$ cat config.mk
export PLATFORM = sky130hd
export DESIGN_NAME = mem_copy_loader_flat
export DESIGN_NICKNAME = d
export VERILOG_FILES = /design/src/rtl/mem_copy_loader_if.sv /design/src/rtl/mem_copy_loader.sv /design/src/flat_wrapper.sv
export SDC_FILE = /design/constraint.sdc
export NUM_CORES = 1
export LEC_CHECK = 0
export ABC_AREA = 1
export BUFFER_PORTS_ARGS = -buffer_cell sky130_fd_sc_hd__buf_4
export CELL_PAD_IN_SITES_DETAIL_PLACEMENT = 2
export CELL_PAD_IN_SITES_GLOBAL_PLACEMENT = 2
export CORE_ASPECT_RATIO = 1.5
export CORE_UTILIZATION = 34
export CTS_CLUSTER_DIAMETER = 50
export DETAILED_ROUTE_END_ITERATION = 10
export PLACE_DENSITY_LB_ADDON = 0.1
export SETUP_SLACK_MARGIN = 0.4
export SYNTH_ARGS = -nofsm -noshare
export SYNTH_HDL_FRONTEND = slang
export SYNTH_SLANG_ARGS = --single-unit
export TNS_END_PERCENT = 30
$ cat constraint.sdc
create_clock -name clk_sys -period 5 [get_ports clk_sys]
set_input_delay 0.25 -clock clk_sys [delete_from_list [all_inputs] [get_ports clk_sys]]
set_output_delay 0.25 -clock clk_sys [all_outputs]
set_load 0.005 [all_outputs]
$ cat src/rtl/mem_copy_loader_if.sv
// Purpose: mem_copy port bundle between the ioctl loader (master) and the memory block (slave).
// Latency: none, wires only.
// Backpressure: none; the master owns timing through fixed-length we/rd pulses.
// Signals: mem_copy (session owns memory), mem_copy_virt (CPU virtual address),
//          mem_copy_addr (word-aligned byte address), mem_copy_din (write word),
//          mem_copy_dout (read word), mem_copy_we / mem_copy_rd (write / read pulses).
interface mem_copy_loader_if;
    logic        mem_copy;
    logic        mem_copy_virt;
    logic [24:0] mem_copy_addr;
    logic [15:0] mem_copy_din;
    logic [15:0] mem_copy_dout;
    logic        mem_copy_we;
    logic        mem_copy_rd;

    modport master (
        output mem_copy, mem_copy_virt, mem_copy_addr, mem_copy_din, mem_copy_we, mem_copy_rd,
        input  mem_copy_dout
    );

    modport slave (
        input  mem_copy, mem_copy_virt, mem_copy_addr, mem_copy_din, mem_copy_we, mem_copy_rd,
        output mem_copy_dout
    );
endinterface

$ cat src/rtl/mem_copy_loader.sv
// Purpose: bridges the byte-wide host ioctl channel to 16-bit mem_copy word writes/reads.
// Latency: write pulse starts 2 cycles after the completing byte; upload byte valid RD_CYCLES+2 (even) / 1 (odd) cycles after ioctl_rd.
// Backpressure: none toward the host; one pending word is buffered, further words are dropped and flagged in overflow.
// Ports: clk_sys/reset (sync, active-high); ioctl_* host download/upload channel;
//        mc (mem_copy master bundle); busy (engine active or word pending); overflow (sticky word loss).
module mem_copy_loader #(
    parameter int WE_CYCLES  = 4,
    parameter int RD_CYCLES  = 6,
    parameter int GAP_CYCLES = 2
) (
    input  logic                     clk_sys,
    input  logic                     reset,
    input  logic                     ioctl_download,
    input  logic                     ioctl_upload,
    input  logic [7:0]               ioctl_index,
    input  logic [24:0]              ioctl_addr,
    input  logic                     ioctl_wr,
    input  logic [7:0]               ioctl_dout,
    input  logic                     ioctl_rd,
    output logic [7:0]               ioctl_din,
    mem_copy_loader_if.master        mc,
    output logic                     busy,
    output logic                     overflow
);

    localparam logic [2:0] S_IDLE  = 3'd0;
    localparam logic [2:0] S_WR    = 3'd1;
    localparam logic [2:0] S_WGAP  = 3'd2;
    localparam logic [2:0] S_RD    = 3'd3;
    localparam logic [2:0] S_RGAP  = 3'd4;
    localparam logic [2:0] S_FLUSH = 3'd5;
    localparam logic [2:0] S_DONE  = 3'd6;

    logic [2:0]  state;
    logic [7:0]  cnt;

    logic        dl_q, ul_q;
    logic        end_req;
    logic        idx_ok;

    logic        copy_q, virt_q, we_q, rd_q;
    logic [24:0] addr_q;
    logic [15:0] din_q;

    // byte assembly: held low byte and the word it belongs to
    logic        half;
    logic [7:0]  lo_byte;
    logic [23:0] asm_addr;

    // single-entry pending word
    logic        pend_vld;
    logic [23:0] pend_addr;
    logic [15:0] pend_din;

    // upload side
    logic        rd_req;
    logic [23:0] rd_req_addr;
    logic [15:0] rd_latch;
    logic        din_upd;

    logic        dl_start, ul_start, sess_start, idx_eff;
    logic        byte_wr, rd_strobe, rd_even, rd_odd;
    logic        same_word, pop, rd_take_now;
    logic        nw_vld, nw_lost;
    logic [23:0] nw_addr;
    logic [15:0] nw_din;

    assign dl_start   = ioctl_download & ~dl_q;
    assign ul_start   = ioctl_upload & ~ul_q;
    assign sess_start = dl_start | ul_start;
    // a strobe in the very first session cycle must see the new index, not the stale latch
    assign idx_eff    = sess_start ? (ioctl_index <= 8'd1) : idx_ok;

    assign byte_wr    = ioctl_download & ioctl_wr & idx_eff;
    // download wins: upload strobes are ignored while a download is active
    assign rd_strobe  = ioctl_upload & ~ioctl_download & ioctl_rd & idx_eff;
    assign rd_even    = rd_strobe & ~ioctl_addr[0];
    assign rd_odd     = rd_strobe & ioctl_addr[0];

    assign same_word  = half & (asm_addr == ioctl_addr[24:1]);
    assign pop        = (state == S_IDLE) & pend_vld;
    assign rd_take_now = (state == S_IDLE) & ~pend_vld & ~rd_req;

    // word completion from the byte stream
    always_comb begin
        nw_vld  = 1'b0;
        nw_lost = 1'b0;
        nw_addr = asm_addr;
        nw_din  = {8'h00, lo_byte};
        if (byte_wr) begin
            if (ioctl_addr[0]) begin
                nw_vld  = 1'b1;
                nw_addr = ioctl_addr[24:1];
                nw_din  = {ioctl_dout, same_word ? lo_byte : 8'h00};
                // an odd byte cannot also flush a stale half-word in the same cycle
                nw_lost = half & ~same_word;
            end else if (half && !same_word) begin
                // stale half-word is closed out with a zero high byte
                nw_vld = 1'b1;
            end
        end
    end

    always_ff @(posedge clk_sys) begin
        if (reset) begin
            state       <= S_IDLE;
            cnt         <= '0;
            dl_q        <= 1'b0;
            ul_q        <= 1'b0;
            end_req     <= 1'b0;
            idx_ok      <= 1'b0;
            copy_q      <= 1'b0;
            virt_q      <= 1'b0;
            we_q        <= 1'b0;
            rd_q        <= 1'b0;
            addr_q      <= '0;
            din_q       <= '0;
            half        <= 1'b0;
            lo_byte     <= '0;
            asm_addr    <= '0;
            pend_vld    <= 1'b0;
            pend_addr   <= '0;
            pend_din    <= '0;
            rd_req      <= 1'b0;
            rd_req_addr <= '0;
            rd_latch    <= '0;
            din_upd     <= 1'b0;
            ioctl_din   <= '0;
            overflow    <= 1'b0;
        end else begin
            dl_q <= ioctl_download;
            ul_q <= ioctl_upload;
            if ((dl_q & ~ioctl_download) | (ul_q & ~ioctl_upload))
                end_req <= 1'b1;

            if (byte_wr) begin
                if (ioctl_addr[0]) begin
                    half <= 1'b0;
                end else begin
                    half     <= 1'b1;
                    lo_byte  <= ioctl_dout;
                    asm_addr <= ioctl_addr[24:1];
                end
            end

            if (pop)
                pend_vld <= 1'b0;
            if (nw_vld) begin
                if (!pend_vld || pop) begin
                    pend_vld  <= 1'b1;
                    pend_addr <= nw_addr;
                    pend_din  <= nw_din;
                end else begin
                    overflow <= 1'b1;
                end
            end
            if (nw_lost)
                overflow <= 1'b1;

            if (rd_odd)
                ioctl_din <= rd_latch[15:8];
            if (din_upd) begin
                ioctl_din <= rd_latch[7:0];
                din_upd   <= 1'b0;
            end

            case (state)
                S_IDLE: begin
                    if (pend_vld) begin
                        addr_q <= {pend_addr, 1'b0};
                        din_q  <= pend_din;
                        cnt    <= '0;
                        state  <= S_WR;
                    end else if (rd_req || rd_even) begin
                        // oldest request first
                        addr_q <= {rd_req ? rd_req_addr : ioctl_addr[24:1], 1'b0};
                        rd_req <= 1'b0;
                        rd_q   <= 1'b1;
                        cnt    <= '0;
                        state  <= S_RD;
                    end else if (end_req) begin
                        state <= half ? S_FLUSH : S_DONE;
                    end
                end
                S_WR: begin
                    // first WR cycle keeps we low so the memory sees a clean rising edge
                    if (cnt == 8'(WE_CYCLES)) begin
                        we_q  <= 1'b0;
                        cnt   <= '0;
                        state <= S_WGAP;
                    end else begin
                        we_q <= 1'b1;
                        cnt  <= cnt + 8'd1;
                    end
                end
                S_RD: begin
                    if (cnt == 8'(RD_CYCLES - 1)) begin
                        rd_q     <= 1'b0;
                        rd_latch <= mc.mem_copy_dout;
                        din_upd  <= 1'b1;
                        cnt      <= '0;
                        state    <= S_RGAP;
                    end else begin
                        cnt <= cnt + 8'd1;
                    end
                end
                S_WGAP, S_RGAP: begin
                    if (cnt == 8'(GAP_CYCLES - 1)) begin
                        cnt   <= '0;
                        state <= S_IDLE;
                    end else begin
                        cnt <= cnt + 8'd1;
                    end
                end
                S_FLUSH: begin
                    // only entered with the pending register empty
                    pend_vld  <= 1'b1;
                    pend_addr <= asm_addr;
                    pend_din  <= {8'h00, lo_byte};
                    half      <= 1'b0;
                    state     <= S_IDLE;
                end
                S_DONE: begin
                    copy_q  <= 1'b0;
                    virt_q  <= 1'b0;
                    idx_ok  <= 1'b0;
                    end_req <= 1'b0;
                    state   <= S_IDLE;
                end
                default: state <= S_IDLE;
            endcase

            // strobes arriving while the engine is busy wait here; placed after the case so a new one survives a take
            if (rd_even && !rd_take_now) begin
                rd_req      <= 1'b1;
                rd_req_addr <= ioctl_addr[24:1];
            end

            if (sess_start) begin
                copy_q <= 1'b1;
                virt_q <= (ioctl_index == 8'd1);
                idx_ok <= (ioctl_index <= 8'd1);
            end
        end
    end

    assign mc.mem_copy      = copy_q;
    assign mc.mem_copy_virt = virt_q;
    assign mc.mem_copy_addr = addr_q;
    assign mc.mem_copy_din  = din_q;
    assign mc.mem_copy_we   = we_q;
    assign mc.mem_copy_rd   = rd_q;

    assign busy = (state != S_IDLE) | pend_vld;

endmodule

$ cat src/flat_wrapper.sv
// flat-port wrapper written by rule: the top's interface ports become plain ports
module mem_copy_loader_flat 
#(
    parameter int WE_CYCLES  = 4,
    parameter int RD_CYCLES  = 6,
    parameter int GAP_CYCLES = 2
)
  (clk_sys, reset, ioctl_download, ioctl_upload, ioctl_index, ioctl_addr, ioctl_wr, ioctl_dout, ioctl_rd, ioctl_din, busy, overflow, mc_mem_copy, mc_mem_copy_virt, mc_mem_copy_addr, mc_mem_copy_din, mc_mem_copy_we, mc_mem_copy_rd, mc_mem_copy_dout);
  mem_copy_loader_if mc_i ();
  input  logic clk_sys;
  input  logic reset;
  input  logic ioctl_download;
  input  logic ioctl_upload;
  input  logic [7:0] ioctl_index;
  input  logic [24:0] ioctl_addr;
  input  logic ioctl_wr;
  input  logic [7:0] ioctl_dout;
  input  logic ioctl_rd;
  output logic [7:0] ioctl_din;
  output logic busy;
  output logic overflow;
  output wire logic [$bits(mc_i.mem_copy)-1:0] mc_mem_copy;
  output wire logic [$bits(mc_i.mem_copy_virt)-1:0] mc_mem_copy_virt;
  output wire logic [$bits(mc_i.mem_copy_addr)-1:0] mc_mem_copy_addr;
  output wire logic [$bits(mc_i.mem_copy_din)-1:0] mc_mem_copy_din;
  output wire logic [$bits(mc_i.mem_copy_we)-1:0] mc_mem_copy_we;
  output wire logic [$bits(mc_i.mem_copy_rd)-1:0] mc_mem_copy_rd;
  input wire logic [$bits(mc_i.mem_copy_dout)-1:0] mc_mem_copy_dout;
  assign mc_mem_copy = mc_i.mem_copy;
  assign mc_mem_copy_virt = mc_i.mem_copy_virt;
  assign mc_mem_copy_addr = mc_i.mem_copy_addr;
  assign mc_mem_copy_din = mc_i.mem_copy_din;
  assign mc_mem_copy_we = mc_i.mem_copy_we;
  assign mc_mem_copy_rd = mc_i.mem_copy_rd;
  assign mc_i.mem_copy_dout = mc_mem_copy_dout;
  mem_copy_loader #(.WE_CYCLES(WE_CYCLES), .RD_CYCLES(RD_CYCLES), .GAP_CYCLES(GAP_CYCLES)) u_core (.clk_sys(clk_sys), .reset(reset), .ioctl_download(ioctl_download), .ioctl_upload(ioctl_upload), .ioctl_index(ioctl_index), .ioctl_addr(ioctl_addr), .ioctl_wr(ioctl_wr), .ioctl_dout(ioctl_dout), .ioctl_rd(ioctl_rd), .ioctl_din(ioctl_din), .mc(mc_i), .busy(busy), .overflow(overflow));
endmodule
==> impl_metrics.tcl, run 1 <==
set metrics [dict create \
    status "finished clean" \
    cts.hold.buffers_added 0 \
    cts_max_level 4 \
    numPlacedInstances 1660 \
    clk_root_buffer_cell "clkbuf_16" \
    num_vias 8416 \
    min_period_ps 2930 \
    area_growth_syn_to_layout_pct 18.4 \
    count_of_flip_flops_with_a_built_in_enable_after_synthesis 0 \
    synth_cell_type_count 38 \
    worstSetupStartpointType "flop" \
    slew-limit-headroom_pct 30.9 \
    total_switching_power_mw 1.04 \
    clkLatencyLatePin_ps 450 \
    sequentialPowerShare_pct 44.4 \
    cts_buffers 17 \
    synth_mux_area_share_pct 0 \
    initial_core_util_pct 34.8 \
    combPwrFrac_pct 16.9 \
    finClkSkew_ps 9.16 \
    grt_pass1_vias 8982 \
    wire_length_after_detailed_routing_um 26400 \
    postCtsSetupBuffers 0 \
    clock_power_share_pct 38.7 \
    worst_slew_pin_slew_ps 1030 \
    cap_viol_max_count 0 \
    total_leakage_power_nw 4.26 \
    synth-xor-area-share_pct 0.515 \
    fin_ws_ps 2070 \
    grt_first_pass_wirelength_um 44100 \
    synthAdderAreaFrac_pct 0.442 \
    worst-endpoint-arrival_ps 3260 \
    overflow_after_grt 0 \
    crit_path_end_kind "flop" \
    switching_share_pct 29.3 \
    vdd.ir_drop.worst_uv 259 \
    avgSynthCellArea_sq_um 6.62 \
    die_y_um 196 \
    min_period_over_period_pct 58.5 \
    routed_wire_length_per_instance_um 15.7 \
    synth.ff_latch_count 184 \
    post_cts.resized_instances 0 \
    hold_path.class "in2reg" \
    synth_area_sq_um 8500 \
    final_hpwl_dp_um 18000 \
    cts_tree "done" \
    first_iter_violations 155 \
    net_count_of_the_finished_layout 1421 \
    yosysTopAreaCellShare_pct 43.4 \
    clock.fmax_ghz 0.342 \
    detailedRoute.firstPassIterationCount 4 \
    grt_setup_unrepaired "false" \
    critPathKind "reg2reg" \
    ys.flop_type "dfxtp_1" \
    antenna_cells 0 \
    cellInternalPower_mw 2.51 \
    finalSetupTns_ps 0 \
    hold_viol_final 0 \
    worstPathMaxFanout 49 \
    portBuffers 116 \
    synth-seq-area-share_pct 43.4 \
    synth_simple_gate_area_share_pct 30.0 \
    final_core_utilization_pct 41.2 \
    fraction_of_the_mapped_netlist_area_in_compound_gates_pct 15.4 \
    final-max-slew-violation-count 0 \
    ant_nets 0 \
    async_flop_share_pct 0 \
    synth_top_family_by_area "simple AND/OR/NAND/NOR gates" \
    post_route_cells_drive_above_1_share_pct 13.0 \
    drt-vias-per-instance 4.98 \
    pin_count_of_the_biggest_net_entering_global_routing 91 \
    pin_count 118 \
    antenna_found_initial 0 \
    drt_drc_violations_left 0 \
    core-area_sq_um 24400 \
    setup_viol 0 \
    place_congestion 0.766 \
    cells_after_synth 1283 \
    synth.yosys.warnings 0 \
    fin_cells 1689 \
    max-clock-path-buffers 2 \
    grt_use_total_pct 22.1 \
    dp_slack_ps 2010 \
    fp-row-count 70 \
    crit_required_ps 5330 \
    synth_area_leaders "dfxtp_1 (43%), nand2_1 (13%), nor2_1 (11%), o21ai_0 (8.4%), inv_1 (5.7%)" \
    clkSlewWorstSetupHoldPaths_ps 70 \
    cts_num_sinks 184 \
    net_count_of_the_mapped_netlist 1349 \
    die-width_um 131 \
    power_per_cell_area_nw_per_um2 353 \
    netlist.top_cell.by_area "dfxtp_1" \
    die_area_sq_um 25600 \
]
per-layer routing:
metal	global-route usage, %	vias to the layer above	wire length, um
li1	-	4160	-
met1	24.4	4152	11100
met2	42.4	85	14500
met3	3.48	19	569
met4	5.70	0	284
met5	0	-	0
power by group through the flow:
stage	clock [mW]	combinational (mW)	sequential [mW]
after detailed placement	0	0.611	1.61
after floorplan	0	0.400	1.60
after CTS	1.41	0.615	1.57
final	1.37	0.599	1.57
after global placement	0	0.589	1.60
after global routing	1.46	0.693	1.58
stage by stage:
step	cell area [sq um]	power [mW]	hold WS [ps]
global placement	9480	2.19	441
floorplan	8500	2.00	385
finish	10100	3.55	25.9
detailed placement	9480	2.22	450
CTS	10100	3.60	9.66
global route	10100	3.73	17.6
final cells by class:
cell class / instances / area (sq um)
fillers: 3000 / 14400
multi-input cells: 894 / 3950
flip-flops and latches: 184 / 3680
repair buffers: 123 / 936
inverters: 135 / 508
clock buffers: 22 / 484
well taps: 324 / 405
clock inverters: 7 / 93.8
sequential cells by signal, summed over array words and instances, names as in the netlist, 3 cells and up:
name and count:
u_core.asm_addr 24, u_core.rd_req_addr 24, u_core.pend_addr 24, u_core.mc.mem_copy_din 16
u_core.rd_latch 16, u_core.cnt 8, u_core.mc.mem_copy_addr 24, u_core.ioctl_din 8
u_core.pend_din 16, u_core.lo_byte 8, u_core.state 3
synthesized netlist by cell type (2+ instances only):
cell,instances
nand2_1,287
nor2_1,254
dfxtp_1,184
o21ai_0,143
inv_1,128
a21oi_1,87
nand3_1,66
clkbuf_1,34
buf_2,15
o21ai_1,9
a31oi_1,8
buf_1,8
buf_6,8
nand2_2,7
buf_4,5
inv_2,4
clkinv_1,3
ha_1,3
nand3_2,3
nor3_1,3
or2_2,3
xnor2_1,3
nand4_1,2
xor2_1,2
logic make-up after synthesis:
kind of cell / count (synthesis)
flip-flops: 184
XOR/XNOR: 5
buffers and inverters: 205
adder cells (fa/ha/maj): 3
other: 1
AND/OR/NAND/NOR: 632
AO/OA/AOI/OAI: 253
worst max-delay path, cell delays in order (launching register included):
cell and delay (ps):
dfxtp_1 350, inv_1 50, nand2_1 90, o21ai_4 80, inv_1 90, nand2_2 80, a21oi_4 370, nand3_2 870
inv_1 220, nand2_1 200, nand2_1 130, nand3_1 90, nand2_1 100, nor2_1 50
layout by cell type, fill, tap and decap left out, types with 2 or more instances in the layout:
cell type | netlist | final
o21ai_0 | 143 | 143
clkinvlp_4 | 0 | 2
inv_2 | 4 | 4
bufinv_16 | 0 | 2
a21oi_1 | 87 | 87
nand3_2 | 3 | 3
clkbuf_8 | 0 | 4
a31oi_1 | 8 | 8
nand2_2 | 7 | 7
inv_1 | 128 | 127
clkbuf_16 | 0 | 17
nand4_1 | 2 | 2
or2_2 | 3 | 3
dfxtp_1 | 184 | 183
nand2_1 | 287 | 287
xor2_1 | 2 | 2
nor3_1 | 3 | 3
xnor2_1 | 3 | 3
o21ai_1 | 9 | 9
clkinv_2 | 0 | 3
clkinv_1 | 3 | 3
nor2_1 | 254 | 254
ha_1 | 3 | 3
nand3_1 | 66 | 66
buf_4 | 5 | 122
final timing paths:
path | startpoint | end | slack [ps] | cells past startpoint
setup / recovery | u_core.ul_q$_SDFF_PP0_ | u_core.pend_din[7]$_SDFFE_PP0P_ | 2070 | 13
hold / removal | mc_mem_copy_dout[8] | u_core.rd_latch[8]$_SDFFE_PP0P_ | 30 | 3
setup reg to reg | u_core.ul_q$_SDFF_PP0_ | u_core.pend_din[7]$_SDFFE_PP0P_ | 2070 | 13
hold reg to reg | u_core.rd_req_addr[7]$_SDFFE_PP0P_ | u_core.rd_req_addr[7]$_SDFFE_PP0P_ | 460 | 2
No activity file was read; power rests on OpenSTA's default activity.
==> run 2: changes to the inputs <==
--- a/config.mk
+++ b/config.mk
@@ -10,7 +10,7 @@
 export CELL_PAD_IN_SITES_DETAIL_PLACEMENT = 2
 export CELL_PAD_IN_SITES_GLOBAL_PLACEMENT = 2
 export CORE_ASPECT_RATIO = 1.5
-export CORE_UTILIZATION = 34
+export CORE_UTILIZATION = 28
 export CTS_CLUSTER_DIAMETER = 50
 export DETAILED_ROUTE_END_ITERATION = 10
 export PLACE_DENSITY_LB_ADDON = 0.1
==> constraint.sdc (replaced) <==
create_clock -name clk_sys -period 2.5 [get_ports clk_sys]
set_input_delay 0.125 -clock clk_sys [delete_from_list [all_inputs] [get_ports clk_sys]]
set_output_delay 0.125 -clock clk_sys [all_outputs]
set_load 0.005 [all_outputs]
==> run 2 against run 1 <==
Against the previous run:
- critical path depth fell by 2
- worst hold slack worse by 6.6 ps
- sequential share of layout area is 2.7 points lower
- cell count rose by 8.0%
- register-to-register slack lost 1600 ps
- sequential power is 100% higher
- non-clock buffer count increased by 61
- combinational power rose by 130%
==> impl_metrics.tcl, run 2 (synthesis results as in run 1) <==
set metrics [dict create \
    status "finished clean" \
    grt_first_pass_wirelength_um 46600 \
    final-max-slew-violation-count 0 \
    mostFrequentLayoutCell "nand2_1" \
    grt_pass1_vias 9555 \
    core-area_sq_um 29700 \
    cts_max_level 4 \
    place_congestion 0.737 \
    placed_cell_area_sq_um 9690 \
    dp_slack_ps 368 \
    cts_tree "done" \
    min-delay-start "ioctl_addr[17]" \
    num_vias 8669 \
    combPwrFrac_pct 18.1 \
    met3RoutedLength_um 571 \
    wire_length_after_detailed_routing_um 28000 \
    final_hpwl_dp_um 18800 \
    timing.critical_path.slowest_cell_delay_ps 390 \
    power_per_cell_area_nw_per_um2 687 \
    total_leakage_power_nw 4.58 \
    finClkSkew_ps 9.67 \
    critical_path.reg2reg.endpoint "u_core.state[1]$_SDFFE_PP0P_" \
    total_switching_power_mw 2.17 \
    cp_num_buf_inv 2 \
    portBuffers 116 \
    worst-endpoint-arrival_ps 2300 \
    overflow_after_grt 0 \
    clock_power_share_pct 39.5 \
    rrSetupSlack_ps 520 \
    fp-row-count 77 \
    cpMaxStageDelayCell "dfxtp_1" \
    worstSetupStartpointType "flop" \
    critical_path_cell_by_cell "nor2_4 > nand2_1 > nor2_1 > inv_1 > nor2_1 > nand2_2 > or2_2 > nand2_1 > inv_1 > nand2_1 > a21oi_1" \
    highest_signal_layer_in_the_routed_design "met4" \
    pin_count 118 \
    finalSetupTns_ps 0 \
    worst_slew_pin_slew_ps 613 \
    die_area_sq_um 31100 \
    grt_use_total_pct 19.3 \
    routed_wire_length_per_instance_um 15.4 \
    clk_root_buffer_cell "clkbuf_16" \
    clock.fmax_ghz 0.504 \
    drt-vias-per-instance 4.75 \
    final_design_area_no_fill_sq_um 10900 \
    antenna_cells 0 \
    worstRegToRegCells 11 \
    die-width_um 144 \
    min_period_ps 1980 \
    setup_viol 0 \
    vdd.ir_drop.worst_uv 411 \
    crit_path_end_kind "flop" \
    sequentialPowerShare_pct 42.4 \
    worst_path_dominant_cell_family "simple AND/OR/NAND/NOR gates" \
    switching_share_pct 29.1 \
    min_period_over_period_pct 79.3 \
    max-clock-path-buffers 2 \
    area_growth_syn_to_layout_pct 27.8 \
    cts_num_sinks 184 \
    first_iter_violations 298 \
    met1_length_um 11600 \
    hold_path.class "in2reg" \
    ant_nets 0 \
    finalHoldWorstSlack_ps 19.3 \
    worstPathMaxFanout 6 \
    fin_ws_ps 517 \
    net_count_of_the_finished_layout 1482 \
    clkLatencyLatePin_ps 450 \
    hold-path-endpoint "u_core.asm_addr[16]$_SDFFE_PP0P_" \
    layout_common_cells "nand2_1 (286), nor2_1 (252), dfxtp_1 (183), o21ai_0 (143), buf_4 (132)" \
    slew-limit-headroom_pct 59.0 \
    met2_wirelength_um 15400 \
    min_path_cells 3 \
    die_y_um 215 \
    antenna_found_initial 0 \
    post_route_cells_drive_above_1_share_pct 14.0 \
    drt_drc_violations_left 0 \
    crit_required_ps 2810 \
    detailedRoute.firstPassIterationCount 4 \
    clkSlewWorstSetupHoldPaths_ps 60 \
    critPathKind "reg2reg" \
    initial_core_util_pct 28.6 \
    regToRegStartpoint "u_core.state[1]$_SDFFE_PP0P_" \
    cts_buffers 17 \
    hold_viol_final 0 \
    critical_path_depth 11 \
    cap_viol_max_count 0 \
    crit_top_cell "nand2_1" \
    cellInternalPower_mw 5.29 \
    grt_setup_unrepaired "true" \
    pin_count_of_the_biggest_net_entering_global_routing 105 \
]
## run 2: cell types whose count changed in the layout (fill, tap and decap cells not counted), moves of 2 or more
cell           change
bufinv_16          +2
buf_4             +10
buf_12             +3
nand3_2            +3
nor2_1             -2
clkbuf_1           +2
clkinv_2           +3
dlygate4sd3_1     +46
clkinvlp_4         -2
nand3_1            -3
## run 2: power groups by stage
stage          Clock, mW  Combinational (mW)  Sequential, mW
2_1_floorplan          0               0.801            3.19
3_3_place_gp           0                1.22            3.22
3_5_place_dp           0                1.26            3.23
4_1_cts             3.05                1.34            3.16
5_1_grt             3.13                1.54            3.18
6_report            2.95                1.35            3.16
## run 2: metrics by stage
stage	util, %	instances	total power, mW
6_report	36.6	1824	7.46
5_1_grt	36.6	1824	7.85
4_1_cts	36.3	1822	7.56
3_5_place_dp	32.7	1744	4.49
3_3_place_gp	32.7	1744	4.44
2_1_floorplan	-	1283	3.99
## run 2: metal layers
layer	up-vias	track usage (%)
met5	-	0
met4	0	6.00
met3	25	3.01
met2	83	37.7
met1	4277	20.4
li1	4284	-
## run 2: area by class of cell
cell class | count | area (sq um)
clock buffers | 23 | 478
clock inverters | 9 | 145
fillers | 3629 | 18800
inverters | 135 | 510
multi-input cells | 894 | 3980
flip-flops and latches | 184 | 3680
well taps | 395 | 494
repair buffers | 184 | 1560
## run 2: worst reg2reg max path: cells and delay by family, from the launching register on
kind | cells | cell delay (ps)
buffers and inverters | 2 | 230
and+or+nand+nor | 8 | 1180
DFF | 1 | 390
AOI/OAI and AO/OA | 1 | 60
## run 2: worst max-delay path by stage
stage	endpoint	start	slack [ps]
3_3_place_gp	u_core.pend_din[7]$_SDFFE_PP0P_	u_core.ul_q$_SDFF_PP0_	480
6_report	u_core.state[1]$_SDFFE_PP0P_	u_core.state[1]$_SDFFE_PP0P_	520
2_1_floorplan	u_core.rd_latch[10]$_SDFFE_PP0P_	u_core.cnt[0]$_SDFFE_PP0P_	810
5_1_grt	u_core.pend_addr[14]$_SDFFE_PP0P_	ioctl_download	370
3_5_place_dp	u_core.pend_addr[23]$_SDFFE_PP0P_	u_core.ul_q$_SDFF_PP0_	370
4_1_cts	u_core.pend_addr[14]$_SDFFE_PP0P_	u_core.asm_addr[14]$_SDFFE_PP0P_	380
## run 2: what timing repair did
item                                   in CTS  in global routing
endpoints found under the hold margin      56                  0
hold buffers                               46                  0
setup buffers                               0                  2
setup endpoints to repair                  28                 66
pin swaps                                   0                  1
gates resized for setup                     3                 14
==> run 3: changes to the inputs <==
==> constraint.sdc (replaced) <==
create_clock -name clk_sys -period 1.8 [get_ports clk_sys]
set_input_delay 0.09 -clock clk_sys [delete_from_list [all_inputs] [get_ports clk_sys]]
set_output_delay 0.09 -clock clk_sys [all_outputs]
set_load 0.005 [all_outputs]
==> run 3 against run 2 <==
Against the previous run:
- the run now ends with setup timing left
- clock power up 43%
- sequential cell count unchanged
- core utilization up 5.0 points
- die area unchanged
- worst hold slack better by 29 ps
- largest power group unchanged
- fmax is 5.7% higher
- critical endpoint is now u_core.pend_addr[17]$_SDFFE_PP0P_
- clock skew decreased by 0.55 ps
- register-to-register slack worse by 590 ps
- wire length grew 15%
- global-route usage up 2.2 points
==> impl_metrics.tcl, run 3 (synthesis results as in run 1) <==
set metrics [dict create \
    timing.critical_path.slowest_cell_delay_ps 340 \
    fp-row-count 77 \
    grt_setup_unrepaired "true" \
    crit_path_end_kind "flop" \
    portBuffers 116 \
    regToRegStartpoint "u_core.dl_q$_SDFF_PP0_" \
    min_period_over_period_pct 104 \
    initial_core_util_pct 28.6 \
    clkSlewWorstSetupHoldPaths_ps 70 \
    fin_ws_ps -76.0 \
    finalSetupTns_ps -1820 \
    critPathKind "reg2reg" \
    final_hpwl_dp_um 19700 \
    antenna_cells 0 \
    status "finished with violations" \
    clock.fmax_ghz 0.533 \
    hold_path.class "in2reg" \
    min_period_ps 1880 \
    pin_count 118 \
    routed_wire_length_per_instance_um 17.0 \
    min_path_cells 4 \
    drt-vias-per-instance 4.80 \
    final-max-slew-violation-count 0 \
    place_congestion 0.728 \
    cts_buffers 17 \
    clk_root_buffer_cell "clkbuf_16" \
    num-fill-cells 3560 \
    clkLatencyLatePin_ps 460 \
    hold-path-endpoint "u_core.end_req$_SDFFE_PP0P_" \
    net_count_of_the_finished_layout 1547 \
    first_iter_violations 254 \
    worst-endpoint-arrival_ps 2270 \
    multi_input_combinational_cell_area_sq_um 4570 \
    die_area_sq_um 31100 \
    worst_slew_pin_slew_ps 559 \
    min-delay-start "ioctl_upload" \
    ant_nets 0 \
    cap_viol_max_count 0 \
    post_route_cells_drive_above_1_share_pct 27.8 \
    vdd.ir_drop.worst_uv 599 \
    critical_path.reg2reg.endpoint "u_core.pend_addr[17]$_SDFFE_PP0P_" \
    critical_path_depth 11 \
    rrSetupSlack_ps -80 \
    cts_tree "done" \
    antenna_found_initial 0 \
    power_per_cell_area_nw_per_um2 907 \
    mostFrequentLayoutCell "nand2_1" \
    die-width_um 144 \
    pin_count_of_the_biggest_net_entering_global_routing 83 \
    overflow_after_grt 0 \
    setup_viol 49 \
    core-area_sq_um 29700 \
    sequential_cell_area_sq_um 3730 \
    worstPathMaxFanout 8 \
    cts_max_level 4 \
    cpMaxStageDelayCell "dfxtp_2" \
    grt_first_pass_wirelength_um 50600 \
    die_y_um 215 \
    detailedRoute.firstPassIterationCount 4 \
    hold_viol_final 0 \
    violations_in_the_final_reports "setup timing" \
    drt_drc_violations_left 0 \
    max-clock-path-buffers 2 \
    layout_common_cells "nand2_1 (260), nor2_1 (207), buf_4 (169), dfxtp_1 (156), inv_1 (110)" \
    cts_num_sinks 184 \
    critical_path_cell_by_cell "o21ai_4 > nand3_4 > a21oi_4 > buf_12 > nand3_4 > nand2_4 > nand2_8 > nand2_8 > buf_12 > nor2_1 > nor2_1" \
    placed_cell_area_sq_um 10100 \
    grt_pass1_vias 9810 \
    wire_length_after_detailed_routing_um 32200 \
    total_leakage_power_nw 5.12 \
    num_vias 9065 \
    worstSetupStartpointType "flop" \
    worstRegToRegCells 11 \
    grt_use_total_pct 21.4 \
    final_design_area_no_fill_sq_um 12300 \
    worst_path_dominant_cell_family "simple AND/OR/NAND/NOR gates" \
    cp_num_buf_inv 2 \
    crit_required_ps 2190 \
    area_growth_syn_to_layout_pct 45.3 \
    slew-limit-headroom_pct 62.7 \
    finClkSkew_ps 9.12 \
]
## run 3: changes by cell type in the layout (fill, tap and decap cells not counted), moves of 12 or more
cell and delta:
o21ai_0 -52, nor2_1 -45, buf_4 +37, o21ai_1 +31, dfxtp_1 -27, nand2_1 -26, nor2_2 +25, dfxtp_2 +24
nor2_4 +20, o21ai_2 +20, inv_1 -17, nand2_2 +14, inv_2 +13, buf_12 +12
## run 3: timing repair
item                       4_1_cts  5_1_grt
setup buffers                    8        7
resized for setup              152      116
pin swaps                       63       56
hold buffers                    52        0
hold endpoints to repair        89        0
setup endpoints to repair      178      178
cloned                           4        3
## run 3: per-stage QoR
stage,cells,power (mW),hold WS (ps),setup WS (ps),util (%)
final,1889,11.2,48.7,-76.0,41.6
after global routing,1889,11.8,53.2,-155,41.6
after CTS,1879,11.2,21.3,-22.6,40.2
after detailed placement,1783,6.56,327,-134,34.2
after global placement,1783,6.48,317,-76.3,34.2
after floorplan,1283,5.62,225,218,-
## run 3: layout make-up
cell class              count  share of cell area (%)
clock buffers              19                    3.76
clock inverters            13                    1.53
inverters                 135                    4.51
multi-input cells         894                    37.0
flip-flops and latches    184                    30.2
well taps                 395                    4.00
repair buffers            248                    18.9
repair inverters            1                  0.0912
## run 3: how the worst max path moves through the flow
stage	endpoint	slack, ps	from
2_1_floorplan	u_core.rd_latch[10]$_SDFFE_PP0P_	220	u_core.state[2]$_SDFFE_PP0P_
3_3_place_gp	u_core.pend_addr[6]$_SDFFE_PP0P_	-80	u_core.asm_addr[1]$_SDFFE_PP0P_
3_5_place_dp	u_core.pend_addr[9]$_SDFFE_PP0P_	-130	ioctl_index[5]
4_1_cts	u_core.pend_addr[17]$_SDFFE_PP0P_	-20	u_core.ul_q$_SDFF_PP0_
5_1_grt	u_core.mc.mem_copy_addr[14]$_SDFFE_PP0P_	-150	u_core.dl_q$_SDFF_PP0_
6_report	u_core.pend_addr[17]$_SDFFE_PP0P_	-80	u_core.dl_q$_SDFF_PP0_
## run 3: worst register-to-register path, delay by kind of cell (launching register included)
family,cells,cell delay (ps)
compound gates,2,470
buf+inv,2,310
flops,1,340
simple gates,7,710
## run 3: metal layers
layer / vias up / global-route usage [%] / wire, um
met1: 4485 / 22.6 / 12600
met2: 106 / 41.8 / 18200
met4: 0 / 7.09 / 661
met3: 39 / 3.41 / 655
met5: - / 0 / 0
li1: 4435 / - / -
## run 3: where the power goes
group / leakage, nW / switching, mW / total [mW] / internal (mW)
combinational: 3.30 / 1.47 / 2.57 / 1.10
sequential: 1.50 / 0.132 / 4.39 / 4.26
clock: 0.315 / 1.77 / 4.23 / 2.46
